**config.mk**
```make
export PLATFORM = sky130hd
export DESIGN_NAME = onehot_dispatch_5ch
export DESIGN_NICKNAME = d
export VERILOG_FILES = /design/src/rtl/onehot_dispatch_pkg.sv /design/src/rtl/onehot_dispatch_5ch_fifo.sv /design/src/rtl/onehot_dispatch_5ch.sv
export SDC_FILE = /design/constraint.sdc
export NUM_CORES = 1
export LEC_CHECK = 0
export ABC_CLOCK_PERIOD_IN_PS = 2450
export BUFFER_PORTS_ARGS = -buffer_cell sky130_fd_sc_hd__clkbuf_2
export CAP_MARGIN = 20
export CORE_ASPECT_RATIO = 0.7
export CORE_MARGIN = 3
export CORE_UTILIZATION = 56
export CTS_CLUSTER_DIAMETER = 40
export DETAILED_ROUTE_END_ITERATION = 7
export GPL_TIMING_DRIVEN = 0
export PLACE_DENSITY = 0.77
export SLEW_MARGIN = 0
export SYNTH_ARGS = -nofsm -noshare
export SYNTH_HDL_FRONTEND = slang
export SYNTH_HIERARCHICAL = 1
export SYNTH_SLANG_ARGS = --single-unit
```
**constraint.sdc**
```tcl
create_clock -name clk_i -period 2.45 [get_ports clk_i]
set_input_delay 0.49 -clock clk_i [delete_from_list [all_inputs] [get_ports clk_i]]
set_output_delay 0.49 -clock clk_i [all_outputs]
set_load 0.05 [all_outputs]
```
**src/rtl/onehot_dispatch_pkg.sv**
```systemverilog
// Shared types and constants for the 5-channel one-hot dispatcher.
package onehot_dispatch_pkg;

  localparam int NUM_CH    = 5;
  localparam int IDX_W     = 3;
  localparam int ERR_CNT_W = 8;

  typedef enum logic [1:0] {
    ST_IDLE,
    ST_DRIVE,
    ST_GAP
  } state_e;

  function automatic logic idx_valid(input logic [IDX_W-1:0] idx);
    return idx < IDX_W'(NUM_CH);
  endfunction

endpackage

```
**src/rtl/onehot_dispatch_5ch_fifo.sv**
```systemverilog
// Synchronous FIFO that holds channel indices waiting for dispatch.
module dispatch_fifo #(
  parameter int DEPTH = 4,
  parameter int W     = 3
) (
  input  logic         clk_i,
  input  logic         rst_i,
  input  logic         push_i,
  input  logic         pop_i,
  input  logic [W-1:0] data_i,
  output logic         full_o,
  output logic         empty_o,
  output logic [W-1:0] head_o
);

  localparam int PTR_W = $clog2(DEPTH);

  // NOTE: storage is not reset; the pointers and count alone decide which entries are valid.
  logic [W-1:0]     mem_q [DEPTH];
  logic [PTR_W-1:0] wr_ptr_q;
  logic [PTR_W-1:0] rd_ptr_q;
  logic [PTR_W:0]   count_q;
  logic             do_push;
  logic             do_pop;

  assign full_o  = (count_q == (PTR_W + 1)'(DEPTH));
  assign empty_o = (count_q == '0);
  assign head_o  = mem_q[rd_ptr_q];
  assign do_push = push_i && !full_o;
  assign do_pop  = pop_i && !empty_o;

  always_ff @(posedge clk_i) begin
    if (do_push) mem_q[wr_ptr_q] <= data_i;
  end

  // NOTE: sequential state uses non-blocking assignments so every flop sees pre-edge values.
  always_ff @(posedge clk_i) begin
    if (rst_i) begin
      wr_ptr_q <= '0;
      rd_ptr_q <= '0;
      count_q  <= '0;
    end else begin
      if (do_push) wr_ptr_q <= wr_ptr_q + 1'b1;
      if (do_pop)  rd_ptr_q <= rd_ptr_q + 1'b1;
      case ({do_push, do_pop})
        2'b10:   count_q <= count_q + 1'b1;
        2'b01:   count_q <= count_q - 1'b1;
        default: count_q <= count_q;
      endcase
    end
  end

endmodule

```
**src/rtl/onehot_dispatch_5ch.sv**
```systemverilog
// Buffers channel indices and replays each as a timed one-hot pulse plus quiet gap.
// Optional saturating invalid-index counter enabled by ONEHOT_DISPATCH_ERR_CNT_EN.
module onehot_dispatch_5ch
  import onehot_dispatch_pkg::*;
#(
  parameter int DEPTH     = 4,
  parameter int PULSE_LEN = 1,
  parameter int GAP_LEN   = 0
) (
  input  logic                 clk_i,
  input  logic                 rst_i,
  input  logic [IDX_W-1:0]     idx_i,
  input  logic                 valid_i,
  output logic                 ready_o,
  output logic [NUM_CH-1:0]    hot_vector_o,
  output logic                 done_o,
  output logic                 busy_o,
  output logic [ERR_CNT_W-1:0] err_cnt_o
);

  localparam logic [7:0] PULSE_LAST = 8'(PULSE_LEN - 1);
  localparam logic [7:0] GAP_LAST   = 8'(GAP_LEN - 1);

  state_e            state_q;
  logic [NUM_CH-1:0] hot_q;
  logic              done_q;
  logic [7:0]        cnt_q;
  logic              fifo_full;
  logic              fifo_empty;
  logic [IDX_W-1:0]  fifo_head;
  logic              accept;

  assign accept = valid_i && ready_o;

  dispatch_fifo #(
    .DEPTH (DEPTH),
    .W     (IDX_W)
  ) u_fifo (
    .clk_i   (clk_i),
    .rst_i   (rst_i),
    .push_i  (accept && idx_valid(idx_i)),
    .pop_i   (state_q == ST_IDLE),
    .data_i  (idx_i),
    .full_o  (fifo_full),
    .empty_o (fifo_empty),
    .head_o  (fifo_head)
  );

  // One down-counter is shared by DRIVE and GAP since they never overlap.
  always_ff @(posedge clk_i) begin
    if (rst_i) begin
      state_q <= ST_IDLE;
      hot_q   <= '0;
      done_q  <= 1'b0;
      cnt_q   <= '0;
    end else begin
      case (state_q)
        ST_IDLE: begin
          if (!fifo_empty) begin
            hot_q   <= NUM_CH'(1) << fifo_head;
            done_q  <= (PULSE_LEN == 1);
            cnt_q   <= PULSE_LAST;
            state_q <= ST_DRIVE;
          end
        end
        ST_DRIVE: begin
          if (cnt_q == '0) begin
            hot_q  <= '0;
            done_q <= 1'b0;
            if (GAP_LEN > 0) begin
              cnt_q   <= GAP_LAST;
              state_q <= ST_GAP;
            end else begin
              state_q <= ST_IDLE;
            end
          end else begin
            cnt_q  <= cnt_q - 1'b1;
            done_q <= (cnt_q == 8'd1);
          end
        end
        ST_GAP: begin
          if (cnt_q == '0) state_q <= ST_IDLE;
          else             cnt_q   <= cnt_q - 1'b1;
        end
        default: state_q <= ST_IDLE;
      endcase
    end
  end

  assign ready_o      = !fifo_full;
  assign hot_vector_o = hot_q;
  assign done_o       = done_q;
  assign busy_o       = (state_q != ST_IDLE) || !fifo_empty;

`ifdef ONEHOT_DISPATCH_ERR_CNT_EN
  logic [ERR_CNT_W-1:0] err_cnt_q;

  always_ff @(posedge clk_i) begin
    if (rst_i) begin
      err_cnt_q <= '0;
    end else if (accept && !idx_valid(idx_i) && (err_cnt_q != '1)) begin
      err_cnt_q <= err_cnt_q + 1'b1;
    end
  end

  assign err_cnt_o = err_cnt_q;
`else
  assign err_cnt_o = '0;
`endif

endmodule

```
======== Word level (Yosys, flattened, before mapping) ========
Memory sizes are Yosys's and may differ from the RTL's. A register that Yosys moved wholly into a read port is not among the register bits.
Index checks and enable logic that the tools add are counted.
storage, ports and cells
  register bits after elaboration ......... 23
  memory bits (writable) .................. 12
  input port bits ......................... 6
  output and inout bits ................... 16
  word-level logic and storage cells ...... 61
  memories kept ........................... 1
cells by class
  add/subtract/negate cells ............... 5
  magnitude comparators ................... 1
  equality and inequality tests ........... 10
  shift operators ......................... 1
  muxes and demuxes ....................... 17
  reduce and logical (&&, ||, !) cells .... 19
memory list
  name          words  width  read ports  clocked after memory_dff  wr ports  RTL line                        source
  u_fifo.mem_q  4      3      1           1                         1         onehot_dispatch_5ch_fifo.sv:19  logic [W-1:0] mem_q [DEPTH];
operators by type and width
  cell                 count
  $mux 8               2
  $pmux 8 s2           1
  $mux 5               2
  $pmux 5 s2           1
  $eq 8x1->1 const B   1
  $logic_not 8->1      1
  $mux 2               4
  $reduce_bool 2->1    4
  $sub 8x1->8 const B  1
  $ne 2x2->1 const B   3
  $pmux 3 s2           1
  $reduce_and 3->1     2
  $shl 1x3->5 const A  1
  $add 2x1->2 const B  2
  $eq 2x1->1 const B   2
  $eq 2x2->1 const B   2
  $logic_and 1x1->1    4
  $mux 1               4
  $pmux 2 s2           1
  $reduce_and 2->1     2
  $add 3x1->3 const B  1
  $eq 3x3->1 const B   1
  $logic_not 3->1      1
  $lt 3x3->1 const B   1
  7 further kinds      8

======== Logic depth before layout (Yosys ltp) ========
Gate-level depths: netlist of run 1.
  depth in word-level cells ............... 7
  depth in mapped cells ................... 12
  depth with buffers taken out ............ 12

======== Modules after synthesis ========
Netlist of run 1, hierarchy kept.
modules (own cells, without submodules)
  module               times used  cells each  area an instance (um^2)  seq. area each (um^2)
  dispatch_fifo        1           69          913.4                    540.5
  onehot_dispatch_5ch  1           100         834.6                    300.3

======== Least setup slack after synthesis of run 1 ========
Ideal clock, no wire load.
  kind .................................... flip-flop to flip-flop
  from .................................... reg u_fifo.count_q[2]
  to ...................................... reg u_fifo.count_q[2]
  setup time .............................. 0.070 ns
  arrival ................................. 2.423 ns
  required time ........................... 2.380 ns
  setup slack ............................. -0.043 ns
  stages on the path, launching flop included .. 13
  buffers on the path ..................... 0
  period minus slack after synthesis ...... 2.493 ns
  path through ............................ dfxtp_1 -> nor3b_2 -> inv_1 -> and3_1 -> inv_1 -> nor2_1 -> inv_1 -> ha_1 -> inv_1 -> fa_1 -> xor2_1 -> or3_1 -> a21oi_1
between the ends
  word-level cells in the longest chain between the ends .. 7
  elaborated cells between the ends (all ways) .. 14
  classes of those cells .................. add/sub (2); eq/ne (3); mux (1); reduce/logical (8)
RTL lines
  element                                                 RTL line                        source
  from (decl)                                             onehot_dispatch_5ch_fifo.sv:22  logic [PTR_W:0] count_q;
  from (signal assigned)                                  onehot_dispatch_5ch_fifo.sv:46  2'b10: count_q <= count_q + 1'b1;
  from (signal assigned)                                  onehot_dispatch_5ch_fifo.sv:47  2'b01: count_q <= count_q - 1'b1;
  from (signal assigned)                                  onehot_dispatch_5ch_fifo.sv:48  default: count_q <= count_q;
  $eq 3x3->1 *                                            onehot_dispatch_5ch_fifo.sv:26  assign full_o = (count_q == (PTR_W + 1)'(DEPTH));
  named net fifo_full                                     onehot_dispatch_5ch.sv:28       logic fifo_full;
  $logic_not 1->1 *                                       onehot_dispatch_5ch.sv:90       assign ready_o = !fifo_full;
  named net ready_o                                       onehot_dispatch_5ch.sv:14       output logic ready_o,
  $logic_and 1x1->1                                       onehot_dispatch_5ch.sv:33       assign accept = valid_i && ready_o;
  $logic_and 1x1->1                                       onehot_dispatch_5ch.sv:41       .push_i (accept && idx_valid(idx_i)),
  $logic_and 1x1->1 *                                     onehot_dispatch_5ch_fifo.sv:29  assign do_push = push_i && !full_o;
  $eq 2x1->1 / $eq 2x2->1 (equally long branches)         onehot_dispatch_5ch_fifo.sv:45  case ({do_push, do_pop})
  $pmux 3 s2 / $reduce_bool 2->1 (equally long branches)  n/a
Mark *: on every way through the listed nets, which the timed path passes. The rest lies on a longest branch.
A chain may end at the register's enable or synchronous reset.

======== Worst setup path after layout of run 1 ========
  from .................................... reg u_fifo.count_q[0]
  to ...................................... reg u_fifo.count_q[2]
between the ends
  word-level cells in the longest chain between the ends .. 7
  elaborated cells between the ends (all ways) .. 14
  classes of those cells .................. add/sub (2); eq/ne (3); mux (1); reduce/logical (8)
RTL lines
  element                                                 RTL line
  $eq 3x3->1 *                                            onehot_dispatch_5ch_fifo.sv:26
  named net fifo_full                                     onehot_dispatch_5ch.sv:28
  $logic_not 1->1 *                                       onehot_dispatch_5ch_fifo.sv:29, onehot_dispatch_5ch.sv:90
  $logic_and 1x1->1                                       onehot_dispatch_5ch.sv:33
  $logic_and 1x1->1                                       onehot_dispatch_5ch.sv:41
  $logic_and 1x1->1 *                                     onehot_dispatch_5ch_fifo.sv:29
  $eq 2x1->1 / $eq 2x2->1 (equally long branches)         onehot_dispatch_5ch_fifo.sv:45
  $pmux 3 s2 / $reduce_bool 2->1 (equally long branches)  n/a
Marks and branches as above.

==> flow_metrics.env, run 1 <==
export IMPL_grt_start_max_net_pins=12
export IMPL_critPathMostFrequentCell="inv_1"
export IMPL_cts_buffers=5
export IMPL_slowest_delay_ps=380
export IMPL_required_ps=2660
export IMPL_final_max_slew_viol_count=0
export IMPL_pwr_share_comb=0.494
export IMPL_yosys_most_used_dff="dfxtp_1"
export IMPL_worst_slack_ps=156.5
export IMPL_max_freq_ghz=0.4360
export IMPL_die_width_um=72.78
export IMPL_grt_usage=0.1964
export IMPL_finalCritPeriodShare=0.9361
export IMPL_area_growth_pct=16.03
export IMPL_grt_first_pass_wirelength_um=5506
export IMPL_clkPwrFrac=0.179
export IMPL_numClockSinks=36
export IMPL_drt_initial_drc_count=75
export IMPL_cp_max_fo=6
export IMPL_clk_path_buf_depth=2
export IMPL_swShare=0.4348
export IMPL_hpwl_um=2489
export IMPL_endpoint_kind="flop"
export IMPL_path_cells="nor3b_4 > inv_2 > and3_1 > inv_1 > nor2_2 > inv_1 > ha_1 > inv_1 > fa_1 > xor2_1 > or3_1 > a21oi_1"
export IMPL_synthArstFlopShare=0
export IMPL_synth_area_leaders="dfxtp_1, edfxtp_1, ha_1, nor2_1, inv_1"
export IMPL_overflow=0
export IMPL_insertion_delay_ps=290
export IMPL_vias_per_cell=5.638
export IMPL_postRouteWirelength_um=3401
export IMPL_yosysTopAreaCell="dfxtp_1"
export IMPL_cp_arrival_ps=2500
export IMPL_worst_pin_slew_ps=613.5
export IMPL_power_mw=2.807
export IMPL_final_util=0.7036
export IMPL_coreArea_sq_mm=0.002883
export IMPL_skew_ps=9.132
export IMPL_synth_top_area_share=0.2749
export IMPL_period_needed_ps=2294
export IMPL_yosys_warnings=6
export IMPL_cts_root_buf="clkbuf_8"
export IMPL_layoutNonFillerInstCount=235
export IMPL_fin_area_sq_mm=0.002028
export IMPL_num_io_pins=22
export IMPL_dieArea_sq_mm=0.003839
export IMPL_ys_types=47
export IMPL_nNetsFinal=212
export IMPL_cellLeakagePower_nw=0.8333
export IMPL_synth_seq_cells=36
export IMPL_switchingPower_mw=1.220
export IMPL_syn_area_sq_mm=0.001748
export IMPL_rsz0062_at_grt="false"
export IMPL_place_inst=225
export IMPL_route_detailed_drc=0
export IMPL_num_rows=16
export IMPL_drv_cap=0
export IMPL_slowest_stage="fa_1"
export IMPL_hold_violations=0
export IMPL_hold_class="in -> reg"
export IMPL_crit_type="reg -> reg"
export IMPL_die_h_um=52.75
export IMPL_grt_pass1_vias=1271
export IMPL_synth_most_common_cell="dfxtp_1"
export IMPL_wl_per_cell_um=14.47
export IMPL_status="complete, no violations"
export IMPL_power_density_mw_per_mm2=1384
export IMPL_synth_edff_count=12
export IMPL_cts_tree="yes"
export IMPL_r2r_setup_slack_ps=160
export IMPL_final_layout_size_suffix_gt1_frac=0.2663
export IMPL_final_setup_viol_count=0
export IMPL_post_place_ws_ps=-15.64
export IMPL_initial_utilization=0.6063
export IMPL_synth_common_cells="dfxtp_1, nor2_1, inv_1"
export IMPL_h_tree_depth=2
export IMPL_ir_drop_uv=875.4
export IMPL_yosysSeqAreaShare=0.4810
export IMPL_nFillCells=218
export IMPL_dr_pass1_iters=4
export IMPL_ant_nets=0
export IMPL_antennaDiodeCount=0
export IMPL_syn_area_per_cell_sq_um=10.34
export IMPL_p_int_mw=1.586
export IMPL_antenna_found_initial=0
export IMPL_relSlewSlack=0.5901
export IMPL_crit_path_start_kind="flop"
export IMPL_place_gp_congestion=0.7938
export IMPL_netlist_instances=169
export IMPL_io_buffers=13
export IMPL_vias=1325
export IMPL_path_clk_slew_ps=70
export IMPL_seqPwrFrac=0.327
export IMPL_dpl_instance_area_sq_mm=0.001884
-- area by class of cell --
class                           instances  area [sq um]  area share
Buffer                                 13         81.33     0.04010
Clock buffer                            6         72.57     0.03578
Clock inverter                          2         35.03     0.01727
Inverter                               19         71.32     0.03516
Multi-Input combinational cell        108         793.3      0.3911
Sequential cell                        36         849.6      0.4189
Tap cell                               36         45.04     0.02221
Timing Repair Buffer                   15         80.08     0.03948
-- critical path: cells and delay by family (launching register included) --
| kind | cells | cell delay, ps |
|---|---|---|
| AOI/OAI and AO/OA | 1 | 130 |
| xor gates and xnor gates | 1 | 160 |
| adders and majority gates | 2 | 550 |
| buffers and inverters | 4 | 260 |
| DFF | 1 | 370 |
| and+or+nand+nor | 4 | 750 |
-- final timing paths --
| path | start | end | cells past startpoint |
|---|---|---|---|
| hold reg to reg | hot_vector_o[1] | hot_vector_o[1] | 2 |
| setup reg to reg | u_fifo/count_q[0] | u_fifo/count_q[2] | 12 |
| hold / removal | idx_i[0] | u_fifo/mem_q[1][0] | 1 |
| setup / recovery | u_fifo/count_q[0] | u_fifo/count_q[2] | 12 |
-- registers in the layout, indices dropped and copies added, names as in the netlist, named ones only --
register,cells
u_fifo/mem_q,12
cnt_q,8
hot_vector_o,5
u_fifo/count_q,3
u_fifo/rd_ptr_q,2
u_fifo/wr_ptr_q,2
done_o,1
state_q,1
-- routing by layer --
layer | vias up | wire length [um] | part of all wire | global-route usage
met4 | 0 | 33 | 0.0097 | 0.09202
met3 | 4 | 263 | 0.077 | 0.08621
met1 | 629 | 1490 | 0.44 | 0.2338
li1 | 635 | - | - | -
met2 | 57 | 1614 | 0.47 | 0.3054
met5 | - | 0 | 0 | 0
-- metrics by stage --
step | setup TNS (ps) | hold WS, ps
final | 0 | 434.7
after global routing | 0 | 430.7
after CTS | 0 | 428.0
after detailed placement | -15.64 | 484.9
after global placement | 0 | 467.4
after floorplan | 0 | 457.6
-- power groups by stage --
stage / Sequential [mW] / Clock, mW / Combinational [mW]
floorplan: 0.946 / 0 / 1.02
global placement: 0.895 / 0 / 1.28
detailed placement: 0.914 / 0 / 1.32
CTS: 0.906 / 0.516 / 1.34
global route: 0.936 / 0.548 / 1.53
finish: 0.917 / 0.502 / 1.39
-- kinds of logic after synthesis --
logic type / after synthesis / share of synthesized area
simple gates: 53 / 0.1661
flops: 36 / 0.4810
buf+inv: 32 / 0.08662
compound gates: 30 / 0.1331
fa+ha+maj: 8 / 0.06156
xor+xnor: 5 / 0.02506
mux: 4 / 0.04438
other cells: 1 / 0.002145
-- timing repair --
action	CTS	global route
hold endpoints to repair	0	0
endpoints found under the setup margin	1	2
pin swaps	0	1
buffers inserted	1	1
hold buffers	0	0
gates resized for setup	1	8
-- layout by cell type (no fill, tap or decap), drive strengths merged, types with 3 or more instances in the layout --
| master | netlist | routed |
|---|---|---|
| inv | 19 | 19 |
| clkbuf | 2 | 22 |
| a311oi | 4 | 4 |
| o21ai | 4 | 4 |
| dfxtp | 24 | 24 |
| conb | 1 | 8 |
| buf | 11 | 12 |
| and2 | 4 | 4 |
| mux4 | 3 | 3 |
| or3 | 3 | 3 |
| or2 | 3 | 3 |
| xor2 | 3 | 3 |
| nand2 | 6 | 6 |
| a21oi | 7 | 7 |
| edfxtp | 12 | 12 |
| nor3 | 3 | 3 |
| ha | 7 | 7 |
| nor2 | 21 | 21 |
Power figures use the tool's default switching activity.
==> run 2, diff against run 1 <==
Settings changed: PLACE_DENSITY 0.77 to 0.78, SYNTH_HIERARCHICAL 1 to not set.
==> flow_metrics.env, run 2 <==
export IMPL_dpl_instance_area_sq_mm=0.001824
export IMPL_numClockSinks=36
export IMPL_coreArea_sq_mm=0.002665
export IMPL_grt_first_pass_wirelength_um=5423
export IMPL_relSlewSlack=0.5961
export IMPL_required_ps=2650
export IMPL_io_buffers=13
export IMPL_nNetsFinal=195
export IMPL_hold_slack_ps=447.1
export IMPL_yosys_warnings=0
export IMPL_path_clk_slew_ps=70
export IMPL_syn_area_sq_mm=0.001687
export IMPL_overflow=0
export IMPL_grt_usage=0.1916
export IMPL_largest_reg_flops=12
export IMPL_final_max_slew_viol_count=0
export IMPL_final_cell_mix="dfxtp_1, nor2_1, clkbuf_2, edfxtp_1, inv_1"
export IMPL_postRouteWirelength_um=3099
export IMPL_synth_seq_cells=36
export IMPL_synth_common_cells="dfxtp_1, nor2_1, edfxtp_1"
export IMPL_ctsHoldBuffers=0
export IMPL_cts_tree="yes"
export IMPL_synthAdderAreaFrac=0.07122
export IMPL_yosysTopAreaCell="dfxtp_1"
export IMPL_rsz0062_at_grt="false"
export IMPL_grt_start_max_net_pins=12
export IMPL_area_growth_pct=13.80
export IMPL_max_freq_ghz=0.4337
export IMPL_crit_type="reg -> reg"
export IMPL_vias=1166
export IMPL_netlist_instances=153
export IMPL_synthSimpleGateAreaFrac=0.1558
export IMPL_hold_class="in -> reg"
export IMPL_wl_per_cell_um=14.41
export IMPL_ir_drop_uv=609.4
export IMPL_nFillCells=182
export IMPL_cellLeakagePower_nw=0.7744
export IMPL_top_register="u_fifo.mem_q"
export IMPL_endpoint_kind="flop"
export IMPL_seqPwrFrac=0.374
export IMPL_regArea_sq_um=843.3
export IMPL_finalCritPeriodShare=0.9411
export IMPL_synthArstFlopShare=0
export IMPL_place_gp_congestion=0.7784
export IMPL_period_needed_ps=2306
export IMPL_clk_path_buf_depth=2
export IMPL_crit_path_start_kind="flop"
export IMPL_clkPwrFrac=0.176
export IMPL_cp_arrival_ps=2510
export IMPL_hpwl_um=2396
export IMPL_die_h_um=51.92
export IMPL_synth_top_area_share=0.2849
export IMPL_synth_compound_area_frac=0.1187
export IMPL_synth_area_leaders="dfxtp_1, edfxtp_1, ha_1, mux4_2, buf_4"
export IMPL_cts_buffers=5
export IMPL_insertion_delay_ps=280
export IMPL_h_tree_depth=2
export IMPL_switchingPower_mw=0.9245
export IMPL_synth_most_common_cell="dfxtp_1"
export IMPL_final_layout_size_suffix_gt1_frac=0.2652
export IMPL_drv_cap=0
export IMPL_multi_input_area_sq_um=763.2
export IMPL_yosysSeqAreaShare=0.4985
export IMPL_dr_pass1_iters=4
export IMPL_dieArea_sq_mm=0.003717
export IMPL_grt_pass1_vias=1171
export IMPL_r2r_setup_slack_ps=140
export IMPL_final_common_cell="dfxtp_1"
export IMPL_worst_pin_slew_ps=601.2
export IMPL_fin_area_sq_mm=0.001919
export IMPL_final_setup_viol_count=0
export IMPL_yosys_most_used_dff="dfxtp_1"
export IMPL_hold_violations=0
export IMPL_die_width_um=71.60
export IMPL_ant_nets=0
export IMPL_cp_max_fo=7
export IMPL_syn_area_per_cell_sq_um=11.02
export IMPL_status="complete, no violations"
export IMPL_skew_ps=8.720
export IMPL_drt_initial_drc_count=59
export IMPL_swShare=0.4125
export IMPL_cts_root_buf="clkbuf_8"
export IMPL_synth_edff_count=12
export IMPL_vias_per_cell=5.423
export IMPL_antenna_found_initial=0
export IMPL_synth_xor_area_frac=0.03635
export IMPL_antennaDiodeCount=0
export IMPL_power_mw=2.241
export IMPL_power_density_mw_per_mm2=1168
export IMPL_synth_top_family_by_area="simple AND/OR/NAND/NOR gates"
export IMPL_num_io_pins=22
export IMPL_ys_types=44
export IMPL_num_rows=15
export IMPL_initial_utilization=0.6329
export IMPL_finalSetupTns_ps=0
export IMPL_synthMuxAreaShare=0.04674
export IMPL_p_int_mw=1.317
export IMPL_pwr_share_comb=0.450
export IMPL_route_detailed_drc=0
-- run 2: cell types whose count changed in the layout (fill, tap and decap cells not counted), moves of 3 or more --
| cell | before | now |
|---|---|---|
| or3_1 | 3 | 6 |
| nor2_1 | 20 | 15 |
| o21ai_1 | 0 | 3 |
| a311oi_1 | 3 | 0 |
| inv_1 | 18 | 10 |
| or2_2 | 3 | 0 |
| a32o_1 | 0 | 3 |
-- run 2: final cells by class --
cell class	count	area share
timing repair buffer	14	0.03781
inverter	11	0.02151
sequential	36	0.4394
multi-input combinational	101	0.3977
buffer	11	0.03846
clock buffer	5	0.03585
clock inverter	3	0.007171
tap	34	0.02216
-- run 2: kinds of logic (layout without fill, tap and decap cells) --
logic type / after synthesis / after routing
muxes: 4 / 4
adders and majority gates: 9 / 9
DFF: 36 / 36
xor gates and xnor gates: 7 / 7
buffers and inverters: 23 / 44
other: 1 / 8
AOI/OAI and AO/OA: 27 / 27
and+or+nand+nor: 46 / 46
-- run 2: metrics by stage --
stage	std cells	util	setup slack [ps]
after floorplan	160	-	17.21
final	215	0.7202	144.3
after detailed placement	207	0.6845	-19.47
after global placement	207	0.6845	73.37
after global routing	215	0.7202	58.25
after CTS	216	0.7192	8.459
-- run 2: final timing paths --
| kind | from | end | cells past startpoint |
|---|---|---|---|
| min | idx_i[2] | u_fifo.mem_q[1][2] | 1 |
| max | u_fifo.count_q[0] | u_fifo.count_q[2] | 9 |
| max reg2reg | u_fifo.count_q[0] | u_fifo.count_q[2] | 9 |
| min reg2reg | hot_vector_o[1] | hot_vector_o[1] | 1 |
-- run 2: power by group through the flow --
| stage | registers (mW) | clock network (mW) | logic (mW) |
|---|---|---|---|
| 6_report | 0.837 | 0.394 | 1.01 |
| 5_1_grt | 0.853 | 0.433 | 1.12 |
| 4_1_cts | 0.836 | 0.401 | 1.00 |
| 3_5_place_dp | 0.849 | 0 | 0.990 |
| 3_3_place_gp | 0.837 | 0 | 0.938 |
| 2_1_floorplan | 0.894 | 0 | 0.736 |
-- run 2: repair_timing --
item | CTS | global route
setup endpoints to repair | 1 | 1
resized for setup | 2 | 3
setup buffers | 1 | 0
-- run 2: routing by layer --
layer	wire, um	GRT usage
met2	1350	0.3018
met1	1476	0.2522
met5	0	0
met4	29	0.05625
met3	242	0.06371
-- run 2: critical path, stage by stage, from the launching register on --
cell and delay (ps):
dfxtp_2 350, or3b_4 410, and3_4 210, inv_2 60, ha_2 180, inv_1 60
fa_1 380, xor2_1 150, or3_1 300, a21oi_1 130
==> run 3, diff against run 2 <==
Settings changed: GPL_TIMING_DRIVEN 0 to not set.
==> flow_metrics.env, run 3 (synthesized netlist as in run 2, its figures left out) <==
export IMPL_r2r_setup_slack_ps=130
export IMPL_hpwl_um=2268
export IMPL_numClockSinks=36
export IMPL_final_common_cell="dfxtp_1"
export IMPL_skew_ps=4.267
export IMPL_grt_first_pass_wirelength_um=5119
export IMPL_postCtsResizedCells=0
export IMPL_crit_path_start_kind="flop"
export IMPL_cts_tree="yes"
export IMPL_dpl_instance_area_sq_mm=0.001760
export IMPL_final_max_slew_viol_count=0
export IMPL_cp_arrival_ps=2530
export IMPL_worstRegToRegCells=9
export IMPL_max_freq_ghz=0.4314
export IMPL_endpoint_kind="flop"
export IMPL_num_io_pins=22
export IMPL_area_growth_pct=9.867
export IMPL_io_buffers=13
export IMPL_antennaDiodeCount=0
export IMPL_antenna_found_initial=0
export IMPL_ant_nets=0
export IMPL_finalCritPeriodShare=0.9461
export IMPL_nFillCells=199
export IMPL_dieArea_sq_mm=0.003717
export IMPL_initial_utilization=0.6329
export IMPL_hold_violations=0
export IMPL_grt_usage=0.1857
export IMPL_seqPwrFrac=0.378
export IMPL_wl_per_cell_um=14.33
export IMPL_finalSetupTns_ps=0
export IMPL_ctsHoldBuffers=0
export IMPL_vias=1134
export IMPL_cts_root_buf="clkbuf_8"
export IMPL_fin_area_sq_mm=0.001853
export IMPL_coreArea_sq_mm=0.002665
export IMPL_grt_start_max_net_pins=16
export IMPL_final_layout_size_suffix_gt1_frac=0.2105
export IMPL_crit_type="reg -> reg"
export IMPL_num_rows=15
export IMPL_die_width_um=71.60
export IMPL_drt_initial_drc_count=34
export IMPL_rsz0062_at_grt="false"
export IMPL_power_mw=2.251
export IMPL_clkPwrFrac=0.189
export IMPL_die_h_um=51.92
export IMPL_hold_depth=1
export IMPL_grt_pass1_vias=1094
export IMPL_vias_per_cell=5.532
export IMPL_power_density_mw_per_mm2=1215
export IMPL_pwr_share_comb=0.434
export IMPL_insertion_delay_ps=280
export IMPL_regArea_sq_um=842.1
export IMPL_swShare=0.4036
export IMPL_ir_drop_uv=534.3
export IMPL_layoutNonFillerInstCount=205
export IMPL_h_tree_depth=2
export IMPL_clk_path_buf_depth=2
export IMPL_p_int_mw=1.342
export IMPL_route_detailed_drc=0
export IMPL_place_gp_congestion=0.8042
export IMPL_nNetsFinal=185
export IMPL_cp_max_fo=7
export IMPL_final_cell_mix="dfxtp_1, nor2_1, clkbuf_2, edfxtp_1, inv_1"
export IMPL_overflow=0
export IMPL_switchingPower_mw=0.9084
export IMPL_path_clk_slew_ps=60
export IMPL_final_setup_viol_count=0
export IMPL_hold_class="in -> reg"
export IMPL_dr_pass1_iters=4
export IMPL_cts_setup_buffers=0
export IMPL_largest_reg_flops=12
export IMPL_drv_cap=0
export IMPL_cts_buffers=5
export IMPL_cellLeakagePower_nw=0.7269
export IMPL_period_needed_ps=2318
export IMPL_top_register="u_fifo.mem_q"
export IMPL_status="complete, no violations"
export IMPL_multi_input_area_sq_um=757.0
export IMPL_required_ps=2660
export IMPL_place_inst=197
export IMPL_postRouteWirelength_um=2938
## run 3: per-stage QoR
stage	setup slack [ps]	hold WS, ps	utilization
global placement	167.3	448.0	0.6606
finish	132.0	451.9	0.6953
CTS	79.32	443.5	0.6944
detailed placement	96.70	459.8	0.6606
global route	11.99	451.5	0.6953
floorplan	17.21	462.2	-
## run 3: cell type report
cell class              instances  area share
repair buffers                 15     0.04321
multi-input cells             101      0.4085
inverters                      11     0.02228
well taps                      34     0.02296
flip-flops and latches         36      0.4544
clock buffers                   8     0.04862
## run 3: worst paths after layout
check,endpoint,startpoint
min reg2reg,hot_vector_o[3],hot_vector_o[3]
max,u_fifo.count_q[2],u_fifo.count_q[2]
max reg2reg,u_fifo.count_q[2],u_fifo.count_q[2]
min,u_fifo.mem_q[0][1],idx_i[1]
## run 3: power groups by stage
stage          clock network, mW  logic [mW]  registers (mW)
6_report                   0.424       0.976           0.850
4_1_cts                    0.435       0.978           0.848
3_3_place_gp                   0       0.937           0.852
2_1_floorplan                  0       0.736           0.894
5_1_grt                    0.458        1.09           0.870
3_5_place_dp                   0       0.970           0.861
## run 3: routing by layer
metal | track usage | share of wire | vias to the layer above
li1 | - | - | 562
met1 | 0.2515 | 0.50 | 538
met2 | 0.2744 | 0.43 | 28
met5 | 0 | 0 | -
met3 | 0.06178 | 0.054 | 6
met4 | 0.07500 | 0.018 | 0
## run 3: critical path: stages, from the launching register on
cell	delay (ps)
dfxtp_2	360
or3b_4	380
and3_2	250
inv_2	70
ha_1	160
inv_1	60
fa_1	370
xor2_1	150
or3_1	310
a21oi_1	140
